**src/rtl/logic_pkg.sv**
```systemverilog
// Shared encodings for the logic-unit BIST and its golden model.
// Imported by the checker, the golden model and the interface users.
package logic_pkg;

    localparam int NUM_OPS = 4;

    localparam logic [1:0] OP_AND = 2'b00;
    localparam logic [1:0] OP_OR  = 2'b01;
    localparam logic [1:0] OP_XOR = 2'b10;
    localparam logic [1:0] OP_NOR = 2'b11;

    typedef enum logic [1:0] {
        IDLE  = 2'd0,
        DRIVE = 2'd1,
        DONE  = 2'd2
    } bist_state_e;

endpackage

```
**src/rtl/logic_bist_if.sv**
```systemverilog
// Operand/select/result bundle between the BIST and the logic unit.
// The BIST is the master; the logic unit answers combinationally.
interface logic_bist_if #(
    parameter int WIDTH = 8
);

    logic [WIDTH-1:0] Logic_A;
    logic [WIDTH-1:0] Logic_B;
    logic [1:0]       Logic_Sel;
    logic [WIDTH-1:0] Logic_Out;

    modport master (
        output Logic_A,
        output Logic_B,
        output Logic_Sel,
        input  Logic_Out
    );

    modport slave (
        input  Logic_A,
        input  Logic_B,
        input  Logic_Sel,
        output Logic_Out
    );

endinterface

```
**src/rtl/logic_golden.sv**
```systemverilog
// Combinational reference for the AND/OR/XOR/NOR logic unit.
// Kept free of state so the ALU-level checker can reuse it.
module logic_golden
    import logic_pkg::*;
#(
    parameter int WIDTH = 8
) (
    input  logic [WIDTH-1:0] a,
    input  logic [WIDTH-1:0] b,
    input  logic [1:0]       sel,
    output logic [WIDTH-1:0] y
);

    always_comb begin
        y = '0;
        unique case (sel)
            OP_AND: y = a & b;
            OP_OR:  y = a | b;
            OP_XOR: y = a ^ b;
            OP_NOR: y = ~(a | b);
            default: y = '0;
        endcase
    end

endmodule

```
**src/rtl/logic_bist.sv**
```systemverilog
// Self-test sequencer: latches one operand pair, sweeps all four ops
// through the logic unit and scores each result against logic_golden.
module logic_bist
    import logic_pkg::*;
#(
    parameter int WIDTH       = 8,
    parameter int HOLD_CYCLES = 2
) (
    input  logic             clk,
    input  logic             rst_n,
    input  logic             start,
    input  logic [WIDTH-1:0] A_in,
    input  logic [WIDTH-1:0] B_in,
    logic_bist_if.master     lu,
    output logic             busy,
    output logic             done,
    output logic             pass,
    output logic [3:0]       fail_mask,
    output logic [2:0]       err_count
);

    localparam int CW = 4;
    localparam logic [CW-1:0] LAST = CW'(HOLD_CYCLES - 1);

    bist_state_e      state_q, state_d;
    logic [WIDTH-1:0] a_q, a_d;
    logic [WIDTH-1:0] b_q, b_d;
    logic [1:0]       sel_q, sel_d;
    logic [CW-1:0]    cnt_q, cnt_d;
    logic [3:0]       mask_q, mask_d;
    logic [2:0]       err_q, err_d;
    logic             pass_q, pass_d;

    logic [WIDTH-1:0] gold;
    logic             mismatch;
    logic             window_end;

    logic_golden #(
        .WIDTH (WIDTH)
    ) u_golden (
        .a   (a_q),
        .b   (b_q),
        .sel (sel_q),
        .y   (gold)
    );

    assign mismatch   = (lu.Logic_Out != gold);
    assign window_end = (cnt_q == LAST);

    always_comb begin
        state_d = state_q;
        a_d     = a_q;
        b_d     = b_q;
        sel_d   = sel_q;
        cnt_d   = cnt_q;
        mask_d  = mask_q;
        err_d   = err_q;
        pass_d  = pass_q;
        unique case (state_q)
            IDLE: begin
                if (start) begin
                    state_d = DRIVE;
                    a_d     = A_in;
                    b_d     = B_in;
                    sel_d   = OP_AND;
                    cnt_d   = '0;
                    mask_d  = '0;
                    err_d   = '0;
                    pass_d  = 1'b0;
                end
            end
            DRIVE: begin
                cnt_d = cnt_q + 1'b1;
                if (window_end) begin
                    cnt_d = '0;
                    if (mismatch) begin
                        mask_d[sel_q] = 1'b1;
                        err_d         = err_q + 3'd1;
                    end
                    // pass is fixed on the edge into DONE so it is
                    // already valid during the done pulse
                    if (sel_q == OP_NOR) begin
                        state_d = DONE;
                        pass_d  = (err_d == 3'd0);
                    end else begin
                        sel_d = sel_q + 2'd1;
                    end
                end
            end
            DONE: begin
                state_d = IDLE;
            end
            default: begin
                state_d = IDLE;
            end
        endcase
    end

    always_ff @(posedge clk or negedge rst_n) begin
        if (!rst_n) begin
            state_q <= IDLE;
            a_q     <= '0;
            b_q     <= '0;
            sel_q   <= '0;
            cnt_q   <= '0;
            mask_q  <= '0;
            err_q   <= '0;
            pass_q  <= 1'b0;
        end else begin
            state_q <= state_d;
            a_q     <= a_d;
            b_q     <= b_d;
            sel_q   <= sel_d;
            cnt_q   <= cnt_d;
            mask_q  <= mask_d;
            err_q   <= err_d;
            pass_q  <= pass_d;
        end
    end

    assign lu.Logic_A   = a_q;
    assign lu.Logic_B   = b_q;
    assign lu.Logic_Sel = sel_q;

    assign busy      = (state_q == DRIVE);
    assign done      = (state_q == DONE);
    assign pass      = pass_q;
    assign fail_mask = mask_q;
    assign err_count = err_q;

endmodule

```
**src/flat_wrapper.sv**
```systemverilog
// flat-port wrapper written by rule: the top's interface ports become plain ports
module logic_bist_flat import logic_pkg::*;
#(
    parameter int WIDTH       = 8,
    parameter int HOLD_CYCLES = 2
)
  (clk, rst_n, start, A_in, B_in, busy, done, pass, fail_mask, err_count, lu_Logic_A, lu_Logic_B, lu_Logic_Sel, lu_Logic_Out);
  logic_bist_if #(.WIDTH(WIDTH)) lu_i ();
  input  logic clk;
  input  logic rst_n;
  input  logic start;
  input  logic [WIDTH-1:0] A_in;
  input  logic [WIDTH-1:0] B_in;
  output logic busy;
  output logic done;
  output logic pass;
  output logic [3:0] fail_mask;
  output logic [2:0] err_count;
  output wire logic [$bits(lu_i.Logic_A)-1:0] lu_Logic_A;
  output wire logic [$bits(lu_i.Logic_B)-1:0] lu_Logic_B;
  output wire logic [$bits(lu_i.Logic_Sel)-1:0] lu_Logic_Sel;
  input wire logic [$bits(lu_i.Logic_Out)-1:0] lu_Logic_Out;
  assign lu_Logic_A = lu_i.Logic_A;
  assign lu_Logic_B = lu_i.Logic_B;
  assign lu_Logic_Sel = lu_i.Logic_Sel;
  assign lu_i.Logic_Out = lu_Logic_Out;
  logic_bist #(.WIDTH(WIDTH), .HOLD_CYCLES(HOLD_CYCLES)) u_core (.clk(clk), .rst_n(rst_n), .start(start), .A_in(A_in), .B_in(B_in), .lu(lu_i), .busy(busy), .done(done), .pass(pass), .fail_mask(fail_mask), .err_count(err_count));
endmodule
```
**config.mk**
```make
export PLATFORM = sky130hd
export DESIGN_NAME = logic_bist_flat
export DESIGN_NICKNAME = d
export VERILOG_FILES = /design/src/rtl/logic_pkg.sv /design/src/rtl/logic_bist_if.sv /design/src/rtl/logic_golden.sv /design/src/rtl/logic_bist.sv /design/src/flat_wrapper.sv
export SDC_FILE = /design/constraint.sdc
export NUM_CORES = 1
export LEC_CHECK = 0
export BUFFER_PORTS_ARGS = -buffer_cell sky130_fd_sc_hd__buf_4
export CAP_MARGIN = 10
export CORE_UTILIZATION = 55
export DETAILED_ROUTE_END_ITERATION = 8
export PLACE_DENSITY = 0.95
export SLEW_MARGIN = 20
export SYNTH_ARGS = -nofsm -noshare
export SYNTH_HDL_FRONTEND = slang
export SYNTH_SLANG_ARGS = --single-unit
```
**constraint.sdc**
```tcl
create_clock -name clk -period 4.7 [get_ports clk]
set_clock_uncertainty 0.1 [all_clocks]
set_input_delay 0.705 -clock clk [delete_from_list [all_inputs] [get_ports clk]]
set_output_delay 0.705 -clock clk [all_outputs]
set_load 0.05 [all_outputs]
```
; ---- Yosys cells after proc, flatten, opt, wreduce, memory -nomap -nowiden
; Index checks and enable logic that the tools add are counted.
[word_totals]
register_bits = 32
latch_bits = 0
ram_bits = 0
mem_bits_ro = 0
input_bits = 27
output_inout_bits = 28
elab_cells = 69
n_memories = 0
[classes]
add_sub_neg = 3
multipliers = 0
div_mod_pow = 0
order_cmp = 2
n_eq_ne = 12
shift = 0
muxes = 27
bitwise_logic = 5
n_reduce_logical = 12
[op_table]
columns = op, n
row1 = case mux 8 bit (4 select lines), 1
row2 = 2-to-1 mux 4 bit, 4
row3 = case mux 4 bit (2 select lines), 2
row4 = 2-to-1 mux 3 bit, 5
row5 = 2-to-1 mux 2 bit, 6
row6 = AND reduction 4 bit, 3
row7 = AND 8 bit, 1
row8 = != test 8 bit, 1
row9 = inverter 8 bit, 1
row10 = bitwise OR 8 bit, 1
row11 = case mux 2 bit (2 select lines), 2
row12 = XOR 8 bit, 1
row13 = "== test 2 bit, second input constant", 3
row14 = "!= test 2 x 1 -> 1 bit, second input constant", 3
row15 = case mux 3 bit (2 select lines), 1
row16 = AND reduction 3 bit, 2
row17 = "adder 4 x 1 -> 4 bit, second input constant", 1
row18 = "== test 2 x 1 -> 1 bit, second input constant", 2
row19 = "== test 4 x 1 -> 1 bit, second input constant", 1
row20 = zero test 2 bit, 2
row21 = 2-to-1 mux 1 bit, 4
row22 = "!= test 2 bit, second input constant", 2
row23 = bitwise OR 4 bit, 1
row24 = AND reduction 2 bit, 2
row25 = 9 further kinds, 9

; ---- Depth between registers and ports, before layout
[logic_depth]
depth_word = 11
depth_mapped = 10
ltp_nobuf = 9

; ---- By module
; From an unflattened synthesis, not the netlist that was laid out.
[hier_totals]
hier_cells = 228
area_unflattened_um2 = 2128.3
[modules_own_cells]
columns = mod, instances, cells_each, area_each_um2, seq_area_each_um2
row1 = logic_bist, 1, 169, 1601.5, 800.8
row2 = logic_golden, 1, 59, 526.8, 0.0

; ---- Worst setup path before layout
; OpenSTA, ideal clock, no wires.
[synth_path]
path_type = flip-flop to flip-flop
startpoint = reg u_core.sel_q[0] (netlist: u_core.lu.Logic_Sel[0])
endpoint = reg u_core.mask_q[0] (netlist: u_core.fail_mask[0])
setup_time_ns = 0.119
arrival_time_ns = 2.257
t_required_ns = 4.481
slack_ns = 2.224
stages_incl_launch_ff = 11
n_path_buf = 1
period_less_slack_ns = 2.476
cell_sequence = dfrtp_1 > inv_1 > ha_1 > buf_6 > and2b_1 > a21oi_2 > xnor2_2 > nand4_2 > o21ai_2 > nor2_1 > o21a_1
[synth_via]
elab_chain_len = 8
elab_cells_between_ends = 17
cone_classes = order compare: 2 / eq/ne: 5 / mux: 6 / bitwise: 1 / reduce/logical: 3
[synth_lines]
columns = item, line
row1 = start: declaration, logic_bist.sv:28  ; logic [1:0] sel_q, sel_d;
row2 = start signal: assignment, logic_bist.sv:113  ; sel_q <= sel_d;
row3 = less-than comparator 2 x 3 -> 1 bit (not written as such) / >= comparator 2 x 1 -> 1 bit (equally long branches), logic_bist.sv:77  ; mask_d[sel_q] = 1'b1;
row4 = logical AND 1 bit (not written as such), logic_bist.sv:77
row5 = 2-to-1 mux 1 bit (not written as such), logic_bist.sv:77
row6 = demux 1 bit (select 2 bit), --
row7 = bitwise OR 4 bit (no line), --
row8 = 2-to-1 mux 4 bit, logic_bist.sv:76  ; if (mismatch) begin
row9 = 2-to-1 mux 4 bit, logic_bist.sv:74  ; if (window_end) begin
row10 = case mux 4 bit (2 select lines), logic_bist.sv:59  ; unique case (state_q)
row11 = end signal: assignment, logic_bist.sv:115  ; mask_q <= mask_d;
row12 = end: declaration, logic_bist.sv:30  ; logic [3:0] mask_q, mask_d;
; Parallel ways exist; a longest one is shown, timed or not. The select of a mux whose other input is x is not followed.
; A chain may end at the register's enable or synchronous reset.

; ---- Worst setup path after layout
[layout_path]
startpoint = reg u_core.sel_q[0] (netlist: u_core.lu.Logic_Sel[0])
endpoint = reg u_core.mask_q[2] (netlist: u_core.fail_mask[2])
; The elaborated chain is that of the path after synthesis.

==> summary.md <==
| Metric | Value |
|---|---|
| Final min period | `2580 ps` |
| Synth Flop Type | `dfrtp_1` |
| Routability cong. | `0.799` |
| Sw Share | `0.516` |
| Number of global-route vias before repair | `1694` |
| Synth cell types | `37` |
| First-pass GRT wire length | `7.56 mm` |
| Internal power | `1.04 mW` |
| 1st-pass router iterations | `5` |
| Maximum VDD drop | `0.000443 V` |
| Clk pwr share | `0.108` |
| Area Growth Syn to Fin | `24.0%` |
| Max incr delay on CP | `530 ps` |
| Port Buf Inserts | `54` |
| CP Capture Type | `flop` |
| Number of synthesized flops with an enable pin | `0` |
| Cts bufs inserted | `5` |
| # IOs | `55` |
| Vias per cell | `5.31` |
| Sequential cell area | `801 µm²` |
| CTS Buffer Depth | `2` |
| Reg power frac | `0.242` |
| Synth Cell Area | `2100 µm²` |
| Die ar. | `4080 µm²` |
| Row count | `22` |
| Nets@finish | `328` |
| Setup CP Type | `reg -> reg` |
| Fmax | `0.387 GHz` |
| Die X-Extent | `63.9 µm` |
| Fill cell count | `274` |
| Syn Nets | `276` |
| CTS resizes | `0` |
| Clock root cell | `clkbuf_8` |
| TritonCTS clock tree | `built` |
| Final hold violation count | `0` |
| Initial Util | `0.575` |
| Total GRT Usage | `0.251` |
| Hold-fix buffers, CTS | `0` |
| Max-cap violations | `0` |
| Post-synthesis instance total | `225` |
| Worst slew pin tran | `576 ps` |
| Post-synth top area cell | `dfrtp_1` |
| Drt drc | `0` |
| Startpoint types | `flop` |
| Yosys Warn Count | `0` |
| Maximum fanout along the worst path | `16` |
| Clock sink count | `32` |
| Part of the cycle the worst path needs | `0.549` |
| Power per cell area | `820 nW/µm²` |
| Wirelength, routed | `4.63 mm` |
| Share of layout cells above drive strength 1 | `0.292` |
| Htree depth | `2` |
| NetSw | `1.11 mW` |
| Syn_area_per_cell | `9.35 µm²` |
| Critical Path AT | `2660 ps` |
| Die extent in y | `63.9 µm` |
| Post-synth ARST share | `1.00` |
| Final instance area | `2610 µm²` |
| Fin Hold WS | `238 ps` |
| Clk_lat worst skew | `290 ps` |
| # Post-CTS Setup Buffers | `0` |
| Tot Pwr | `2.14 mW` |
| Reg clk slew, reported paths | `70 ps` |
| CP Cell Sequence | `inv_1 -> ha_1 -> nor2b_2 -> a21oi_1 -> xnor2_1 -> nand4_2 -> o21ai_2 -> nor2_1 -> o21a_1` |
| Critical Path RT | `4780 ps` |
| Combinational share of power | `0.650` |
| Yosys reg bits | `32` |
| Largest net degree at the start of global routing | `37` |
| Area of the multi-input gates | `1150 µm²` |
| Core area | `3660 µm²` |
| Final Max Tran Viols | `0` |
| DRT iter0 DRCs | `83` |
| Status | `complete, no violations` |
| Top-area cell type share of the netlist area | `0.380` |
| Routed len/inst | `14.3 µm` |
| CP max stage cell | `ha_1` |
| Hold WC Path Type | `in -> async` |
| Pleak | `1.29 nW` |
| RSZ-0062 raised after global routing | `false` |
| Setup TNS | `0 ps` |
| Area contributors post-synth | `dfrtp_1, ha_1, inv_1` |
| Via count | `1727` |
| Reg2Reg Depth | `9` |
| Diode count | `0` |
| Final Setup Violations | `0` |
| Global route overflow | `0` |
| Detailed Place HPWL | `3.22 mm` |
| Worst rel slew slack | `0.616` |
| Placed instance area | `2510 µm²` |
| Initial antenna violation count | `0` |
| Post-synthesis sequential area ratio | `0.380` |
| Antenna-violating nets left | `0` |
sequential cells by signal (all words and copies together) (netlist names):
signal and cells:
u_core.lu.Logic_A 8, u_core.cnt_q 4, u_core.lu.Logic_B 8, u_core.pass 1, u_core.lu.Logic_Sel 2, u_core.fail_mask 4
u_core.state_q 2, u_core.err_count 3
power groups by stage:
| stage | Combinational, mW | Sequential (mW) | Clock (mW) |
|---|---|---|---|
| floorplan | 0.716 | 0.850 | 0 |
| global placement | 1.32 | 0.512 | 0 |
| detailed placement | 1.37 | 0.520 | 0 |
| CTS | 1.40 | 0.517 | 0.233 |
| global route | 1.50 | 0.537 | 0.248 |
| finish | 1.39 | 0.519 | 0.231 |
cell type report:
type / instances / area share
Inverter: 27 / 0.0388
Multi-Input combinational cell: 157 / 0.439
Clock buffer: 7 / 0.0369
Timing Repair Buffer: 54 / 0.155
Tap cell: 48 / 0.0230
Sequential cell: 32 / 0.307
final timing paths:
| path | from | to | slack, ps |
|---|---|---|---|
| max | u_core.lu.Logic_Sel[0]$_DFFE_PN0P_ | u_core.fail_mask[2]$_DFFE_PN0P_ | 2120 |
| max in group asynchronous | rst_n | u_core.fail_mask[0]$_DFFE_PN0P_ | 3970 |
| max reg2reg | u_core.lu.Logic_Sel[0]$_DFFE_PN0P_ | u_core.fail_mask[2]$_DFFE_PN0P_ | 2120 |
| min in group clk | u_core.fail_mask[3]$_DFFE_PN0P_ | u_core.fail_mask[3]$_DFFE_PN0P_ | 420 |
| min reg2reg | u_core.fail_mask[3]$_DFFE_PN0P_ | u_core.fail_mask[3]$_DFFE_PN0P_ | 420 |
| min | rst_n | u_core.lu.Logic_B[4]$_DFFE_PN0P_ | 240 |
cells by family (layout without fill, tap and decap cells):
| group | Yosys count | count (layout) | synth area share |
|---|---|---|---|
| XOR/XNOR | 10 | 10 | 0.0488 |
| buffers and inverters | 36 | 88 | 0.0755 |
| adder cells (fa/ha/maj) | 24 | 24 | 0.143 |
| AND/OR/NAND/NOR | 60 | 60 | 0.146 |
| flip-flops | 32 | 32 | 0.381 |
| multiplexers | 11 | 11 | 0.0583 |
| AO/OA/AOI/OAI | 52 | 52 | 0.148 |
metrics by stage:
stage / utilization / setup slack (ps) / std cells
4_1_cts: 0.713 / 2130 / 325
2_1_floorplan: - / 2220 / 225
5_1_grt: 0.713 / 1880 / 325
3_3_place_gp: 0.686 / 2320 / 318
6_report: 0.713 / 2120 / 325
3_5_place_dp: 0.686 / 2170 / 318
metal layers:
layer	wire (µm)	GRT usage
met3	239	0.0661
met1	1950	0.294
met2	2300	0.419
met5	0	0
met4	140	0.131
layout by cell type, fill, tap and decap left out:
cell | netlist | final
buf_4 | 1 | 54
o21ai_0 | 19 | 19
nor2b_1 | 1 | 1
o22ai_1 | 1 | 1
o21a_1 | 4 | 4
a21oi_1 | 14 | 14
mux2i_1 | 10 | 10
nor2_1 | 11 | 11
o31ai_1 | 1 | 1
o211ai_1 | 2 | 2
a21oi_2 | 6 | 6
and2b_1 | 2 | 2
nand2b_1 | 1 | 1
ha_1 | 24 | 24
inv_1 | 27 | 27
nand3_1 | 5 | 5
nor2_2 | 1 | 1
and3_1 | 1 | 1
a22oi_1 | 1 | 1
o21ai_1 | 2 | 2
xnor2_2 | 2 | 2
mux2i_4 | 1 | 1
clkbuf_8 | 0 | 7
nand2_1 | 26 | 26
nor2b_2 | 6 | 6
o32ai_1 | 1 | 1
nand3b_1 | 1 | 1
o21ai_2 | 1 | 1
and2_2 | 0 | 1
nand4_2 | 2 | 2
nor3_1 | 1 | 1
nor3b_1 | 1 | 1
xnor2_1 | 8 | 8
dfrtp_1 | 32 | 32
worst max-delay path, delay by kind of cell, from the launching register on:
kind                       cells  cell delay, ps
xor gates and xnor gates       1             230
AOI/OAI and AO/OA              3             510
DFF                            1             430
adders and majority gates      1             530
buffers and inverters          1             160
and+or+nand+nor                3             520
Yosys cell counts (2+ instances only):
master and n:
a21oi_1 14, a21oi_2 6, and2b_1 2, clkbuf_1 5, dfrtp_1 32, ha_1 24, inv_1 27, mux2i_1 10
nand2_1 26, nand3_1 5, nand4_2 2, nor2_1 11, nor2b_2 6, o211ai_1 2, o21a_1 4, o21ai_0 19
o21ai_1 2, xnor2_1 8, xnor2_2 2
Note: power is estimated with default switching activity, not from simulation.
